## src/rtl/qie_pkg.sv

```systemverilog
// Shared types and constants for the QIE readout sequencer: FSM encoding,
// orbit length default and the frame word layout.
package qie_pkg;

    localparam int unsigned BX_PER_ORBIT_DEF = 3564;

    localparam int unsigned BX_W    = 12;
    localparam int unsigned CAP_W   = 2;
    localparam int unsigned MANT_W  = 6;
    localparam int unsigned EXP_W   = 2;
    localparam int unsigned TDC_W   = 6;
    localparam int unsigned FIELD_W = MANT_W + EXP_W + TDC_W;
    localparam int unsigned FRAME_W = CAP_W + FIELD_W;
    localparam int unsigned MISS_W  = 8;

    localparam int unsigned TDC_OFF  = 0;
    localparam int unsigned EXP_OFF  = TDC_OFF + TDC_W;
    localparam int unsigned MANT_OFF = EXP_OFF + EXP_W;
    localparam int unsigned CAP_OFF  = MANT_OFF + MANT_W;

    typedef enum logic [1:0] {
        ST_IDLE       = 2'd0,
        ST_WAIT_ORBIT = 2'd1,
        ST_RUN        = 2'd2
    } state_e;

    typedef struct packed {
        logic [CAP_W-1:0]  cap_id;
        logic [MANT_W-1:0] mant;
        logic [EXP_W-1:0]  expo;
        logic [TDC_W-1:0]  tdc;
    } frame_t;

endpackage

```

## src/rtl/qie_bx_counter.sv

```systemverilog
// Bunch-crossing and capacitor-ID counters; any cycle without inc_i loads zero.
module qie_bx_counter
    import qie_pkg::*;
#(
    parameter int unsigned BX_PER_ORBIT = BX_PER_ORBIT_DEF
) (
    input  logic             clk,
    input  logic             rst_n,
    input  logic             inc_i,
    output logic [BX_W-1:0]  bx_count_o,
    output logic [CAP_W-1:0] cap_id_o
);

    localparam logic [BX_W-1:0] BX_LAST = BX_W'(BX_PER_ORBIT - 1);

    logic [BX_W-1:0]  bx_q, bx_d;
    logic [CAP_W-1:0] cap_q, cap_d;

    always_comb begin
        bx_d  = '0;
        cap_d = '0;
        if (inc_i) begin
            bx_d  = (bx_q == BX_LAST) ? '0 : bx_q + BX_W'(1);
            cap_d = cap_q + CAP_W'(1);
        end
    end

    always_ff @(posedge clk or negedge rst_n) begin
        if (!rst_n) begin
            bx_q  <= '0;
            cap_q <= '0;
        end else begin
            bx_q  <= bx_d;
            cap_q <= cap_d;
        end
    end

    assign bx_count_o = bx_q;
    assign cap_id_o   = cap_q;

endmodule

```

## src/rtl/qie_readout_sequencer.sv

```systemverilog
// QIE front-end readout sequencer: aligns to the orbit marker, steps the
// capacitor ID per bunch crossing and registers one serializer frame per cycle.
module qie_readout_sequencer
    import qie_pkg::*;
#(
    parameter int unsigned BX_PER_ORBIT = BX_PER_ORBIT_DEF
) (
    input  logic                Qie_Ck,
    input  logic                Qie_Reset,
    input  logic                Enable,
    input  logic                Orbit_Sync,
    input  logic                Adc_Valid,
    input  logic [MANT_W-1:0]   Adc_Mant_Data,
    input  logic [EXP_W-1:0]    Adc_Exp_Data,
    input  logic [TDC_W-1:0]    Tdc_Data,
    input  logic                Test_Mode,
    input  logic [FIELD_W-1:0]  Test_Pattern,
    output logic [CAP_W-1:0]    Cap_Id,
    output logic [FRAME_W-1:0]  Frame_Data,
    output logic                Frame_Valid,
    output logic [BX_W-1:0]     Bx_Count,
    output logic [MISS_W-1:0]   Missing_Cnt,
    output logic                Sync_Err,
    output logic                Running
);

    localparam logic [BX_W-1:0]   BX_LAST  = BX_W'(BX_PER_ORBIT - 1);
    localparam logic [MISS_W-1:0] MISS_MAX = '1;

    state_e              state_q, state_d;
    frame_t              frame_q, frame_d;
    logic                valid_q, valid_d;
    logic [MISS_W-1:0]   miss_q, miss_d;
    logic                err_q, err_d;
    logic                running_q, running_d;
    logic                arm_c, run_stay_c, resync_c, cnt_inc_c;

    // Next state, counter control and frame capture.
    always_comb begin
        state_d    = state_q;
        frame_d    = '0;
        valid_d    = 1'b0;
        miss_d     = miss_q;
        err_d      = err_q;
        arm_c      = 1'b0;
        run_stay_c = 1'b0;
        resync_c   = 1'b0;
        cnt_inc_c  = 1'b0;

        unique case (state_q)
            ST_IDLE: begin
                if (Enable) begin
                    state_d = ST_WAIT_ORBIT;
                    arm_c   = 1'b1;
                end
            end
            ST_WAIT_ORBIT: begin
                if (!Enable)         state_d = ST_IDLE;
                else if (Orbit_Sync) state_d = ST_RUN;
            end
            ST_RUN: begin
                if (!Enable) state_d = ST_IDLE;
                else         run_stay_c = 1'b1;
            end
            default: state_d = ST_IDLE;
        endcase

        // An orbit marker anywhere but the last crossing means we lost alignment.
        resync_c  = run_stay_c && Orbit_Sync && (Bx_Count != BX_LAST);
        cnt_inc_c = run_stay_c && !resync_c;

        if (arm_c) begin
            miss_d = '0;
            err_d  = 1'b0;
        end else if (resync_c) begin
            err_d = 1'b1;
        end

        if (run_stay_c) begin
            frame_d.cap_id = Cap_Id;
            if (Test_Mode) begin
                {frame_d.mant, frame_d.expo, frame_d.tdc} = Test_Pattern;
                valid_d = 1'b1;
            end else if (Adc_Valid) begin
                frame_d.mant = Adc_Mant_Data;
                frame_d.expo = Adc_Exp_Data;
                frame_d.tdc  = Tdc_Data;
                valid_d      = 1'b1;
            end else if (miss_q != MISS_MAX) begin
                miss_d = miss_q + MISS_W'(1);
            end
        end

        running_d = (state_d == ST_RUN);
    end

    always_ff @(posedge Qie_Ck or negedge Qie_Reset) begin
        if (!Qie_Reset) begin
            state_q   <= ST_IDLE;
            frame_q   <= '0;
            valid_q   <= 1'b0;
            miss_q    <= '0;
            err_q     <= 1'b0;
            running_q <= 1'b0;
        end else begin
            state_q   <= state_d;
            frame_q   <= frame_d;
            valid_q   <= valid_d;
            miss_q    <= miss_d;
            err_q     <= err_d;
            running_q <= running_d;
        end
    end

    qie_bx_counter #(
        .BX_PER_ORBIT (BX_PER_ORBIT)
    ) u_bx_counter (
        .clk        (Qie_Ck),
        .rst_n      (Qie_Reset),
        .inc_i      (cnt_inc_c),
        .bx_count_o (Bx_Count),
        .cap_id_o   (Cap_Id)
    );

    assign Frame_Data  = frame_q;
    assign Frame_Valid = valid_q;
    assign Missing_Cnt = miss_q;
    assign Sync_Err    = err_q;
    assign Running     = running_q;

endmodule
```

## config.mk

```make
export PLATFORM = sky130hd
export DESIGN_NAME = qie_readout_sequencer
export DESIGN_NICKNAME = d
export VERILOG_FILES = /design/src/rtl/qie_pkg.sv /design/src/rtl/qie_bx_counter.sv /design/src/rtl/qie_readout_sequencer.sv
export SDC_FILE = /design/constraint.sdc
export NUM_CORES = 1
export LEC_CHECK = 0
export ABC_AREA = 1
export CAP_MARGIN = 40
export CORE_ASPECT_RATIO = 1.1
export CORE_MARGIN = 4
export CORE_UTILIZATION = 35
export CTS_BUF_LIST = sky130_fd_sc_hd__clkbuf_2
export DETAILED_ROUTE_END_ITERATION = 7
export PLACE_DENSITY = 0.79
export SLEW_MARGIN = 10
export SYNTH_ARGS = -nofsm -noshare
export SYNTH_HDL_FRONTEND = slang
export SYNTH_SLANG_ARGS = --single-unit
```

## constraint.sdc

```tcl
create_clock -name Qie_Ck -period 1.1 [get_ports Qie_Ck]
set_input_delay 0.22 -clock Qie_Ck [delete_from_list [all_inputs] [get_ports Qie_Ck]]
set_output_delay 0.22 -clock Qie_Ck [all_outputs]
set_load 0.1 [all_outputs]
```

==> summary.md <==
| Metric | Value |
|---|---|
| Status | `finished with violations` |
| Failing checks | `setup timing` |
| Slew @ Worst Pin | `between 0.3 and 0.4 ns` |
| Synth warn | `0` |
| Final Setup Violations | `64` |
| Core Area | `around 0.0058 sq mm` |
| Maximum fanout along the worst path | `2` |
| Fin nets | `between 400 and 500` |
| Row count | `29` |
| Gr usage total | `about 20%` |
| Worst path required time | `0.88 ns` |
| Top cell type's share of synthesized area | `roughly half` |
| Final core utilization | `between 70% and 80%` |
| Die W | `between 80 and 90 um` |
| Final TNS setup | `-14.99 ns` |
| Startpoint types | `flop` |
| Detailed Place HPWL | `4410 um` |
| Cell count after synthesis | `246` |
| Fillers | `358` |
| Ys flop type | `dfrtp_1` |
| I/O Buffers | `between 70 and 80` |
| Die Area | `roughly 0.0072 sq mm` |
| Synth Area per Inst | `roughly 8.4 sq um` |
| I/O pin cnt | `75` |
| Hold Crit Class | `input port to asynchronous set/reset pin` |
| Layout cells sized above 1 | `57.2%` |
| WL/cell | `about 15 um` |
| Post-route ant nets | `0` |
| CP arrival | `roughly 1.2 ns` |
| EDFF count, synth | `0` |
| Crit end category | `output pin` |
| Gpl congestion | `~0.86` |
| CTS HTree Levels | `2` |
| Seq/Total Area, Yosys | `around 52%` |
| Final Worst Setup Slack | `-0.359 ns` |
| Synth cell count leaders | `nand2_1, dfrtp_1, nor2_1, inv_1, a21oi_1` |
| GRT overflow | `0` |
| Relative slew slack | `approximately four fifths` |
| Drt pass-1 iters | `6` |
| Syn Nets | `between 200 and 300` |
| DR iter-0 viols | `~90` |
| # DRC | `0` |
| Antenna Cells | `0` |
| Max Cap Viol | `0` |
| Clock sink count | `between 40 and 50` |
| Max Freq | `~690 MHz` |
| Tmin final | `1.46 ns` |
| Slew Viols, Final | `0` |
| Largest net degree at the start of global routing | `44` |
| Clock slew at the register clock pins of the worst setup and hold paths | `0.22 ns` |
| Post-route cell area | `between 0.004 and 0.005 sq mm` |
| Synth area leader | `dfrtp_1` |
| Flops & latches, synth | `43` |
| Synth unique cells | `25` |
| Routed WL | `7140 um` |
| Vias after detailed routing | `roughly 2200` |
| First-pass GRT wire length | `roughly 11000 um` |
| Clk root buf | `clkbuf_2` |
| P per Cell Area | `a little over 700 mW/mm^2` |
| Clk buf depth | `2` |
| Post-synth ARST share | `100%` |
| Most frequent cell after synthesis | `nand2_1` |
| Worst skew pair latency | `roughly 0.40 ns` |
| Height of the die | `about 89 um` |
| Syn-to-layout area delta | `110%` |
| Vias per cell | `4.71` |
| Total CTS buffers | `5` |
| DP Area | `between 0.003 and 0.004 sq mm` |
| CTS tree | `built` |
| Unrepaired setup endpoints after global routing | `true` |
| Number of global-route vias before repair | `roughly 2400` |
| Initial antenna violation count | `0` |
| P_leak | `0.00188 uW` |
| Final Cycle Share | `133%` |
| Post-route clock skew | `around 0.017 ns` |
| Initial Util | `between 30% and 40%` |
| Final hold violations | `0` |
| VDD IR max | `0.692 mV` |
| Kind of critical path | `flop to output pin` |
| Top cells by area, synth | `dfrtp_1, nand2_1, nor2_1` |
| Syn Std Cell Area | `just over 0.002 sq mm` |
power breakdown:
group | internal (uW) | switching (uW) | leakage (uW)
Combinational | 252 | 300 | 0.00131
Clock | 405 | 507 | 0.0000432
Sequential | 1610 | 21.9 | 0.000526
Total | 2270 | 828 | 0.00188
worst max-delay path: stages, from the launching register on:
cell,delay [ns]
dfrtp_4,0.55
buf_6,0.13
buf_12,0.15
final timing paths:
path	endpoint	start	depth (start not counted)	slack [ns]
min reg2reg	u_bx_counter.cap_id_o[0]	u_bx_counter.cap_id_o[0]	2	0.60
max in group asynchronous	Missing_Cnt[1]	Qie_Reset	3	0.58
min in group Qie_Ck	Frame_Data[2]	Tdc_Data[2]	3	0.34
max	Bx_Count[0]	u_bx_counter.bx_count_o[0]	2	-0.36
max reg2reg	u_bx_counter.bx_count_o[6]	u_bx_counter.bx_count_o[1]	7	-0.31
min	u_bx_counter.bx_count_o[0]	Qie_Reset	3	0.28
stage by stage:
step | hold slack [ns] | setup slack, ns | power [uW] | instances
after floorplan | -0.0756 | -0.347 | 1870 | 246
after global placement | 0.211 | -0.408 | 2140 | 422
after detailed placement | 0.213 | -0.431 | 2150 | 422
after CTS | 0.277 | -0.375 | 3080 | 465
after global routing | 0.273 | -0.416 | 3210 | 474
final | 0.280 | -0.359 | 3090 | 474
sequential cells by signal (all words and copies together) (netlist names):
name                     flops
u_bx_counter.bx_count_o     12
u_bx_counter.cap_id_o        2
Frame_Valid                  1
Sync_Err                     1
state_q                      2
Running                      1
Missing_Cnt                  8
Frame_Data                  16
layer usage:
metal  vias up  share of wire (%)  global-route usage, %
met2        75                 59                   39.5
met4         0                1.4                   8.45
met1      1077                 35                   19.3
met5         -                  0                      0
met3        10                5.5                   5.70
li1       1070                  -                      -
area by class of cell:
| class | instances | area [sq um] | share of cell area (%) |
|---|---|---|---|
| Inverter | 26 | 103 | 2.36 |
| Timing Repair Buffer | 148 | 1820 | 41.9 |
| Clock buffer | 7 | 35.0 | 0.806 |
| Clock inverter | 1 | 30.0 | 0.691 |
| Sequential cell | 43 | 1150 | 26.5 |
| Tap cell | 77 | 96.3 | 2.22 |
| Multi-Input combinational cell | 172 | 1110 | 25.5 |
kinds of logic after synthesis:
logic type,synth area share (%)
and+or+nand+nor,29.7
buffers and inverters,6.95
AOI/OAI and AO/OA,7.25
xor gates and xnor gates,2.96
DFF,52.0
adders and majority gates,1.21
cell usage in the layout (no fill, tap or decap), types with 2 or more instances in the layout:
master	n
a21oi_2	2
nor2_1	15
nand2_2	8
ha_4	2
clkdlybuf4s50_1	32
nand2_4	8
nand3_1	8
xor2_1	3
o21ai_0	2
dfrtp_4	10
inv_2	4
nor2_2	13
a21oi_1	17
buf_12	43
dfrtp_1	2
buf_6	25
nand3_4	5
dfrtp_2	31
inv_1	21
nand4_1	4
o21ai_1	3
clkbuf_2	7
buf_4	46
nor2_4	9
o21ai_2	3
nand3_2	4
nand2_1	59
xnor2_1	2
timing repair:
action / in CTS / in global routing
cloned: 1 / 0
buffers inserted: 33 / 9
setup endpoints to repair: 64 / 77
hold endpoints to repair: 43 / 0
hold buffers: 1 / 0
gates resized for setup: 53 / 30
pin swaps: 20 / 9
Note: power is estimated with default switching activity, not from simulation.
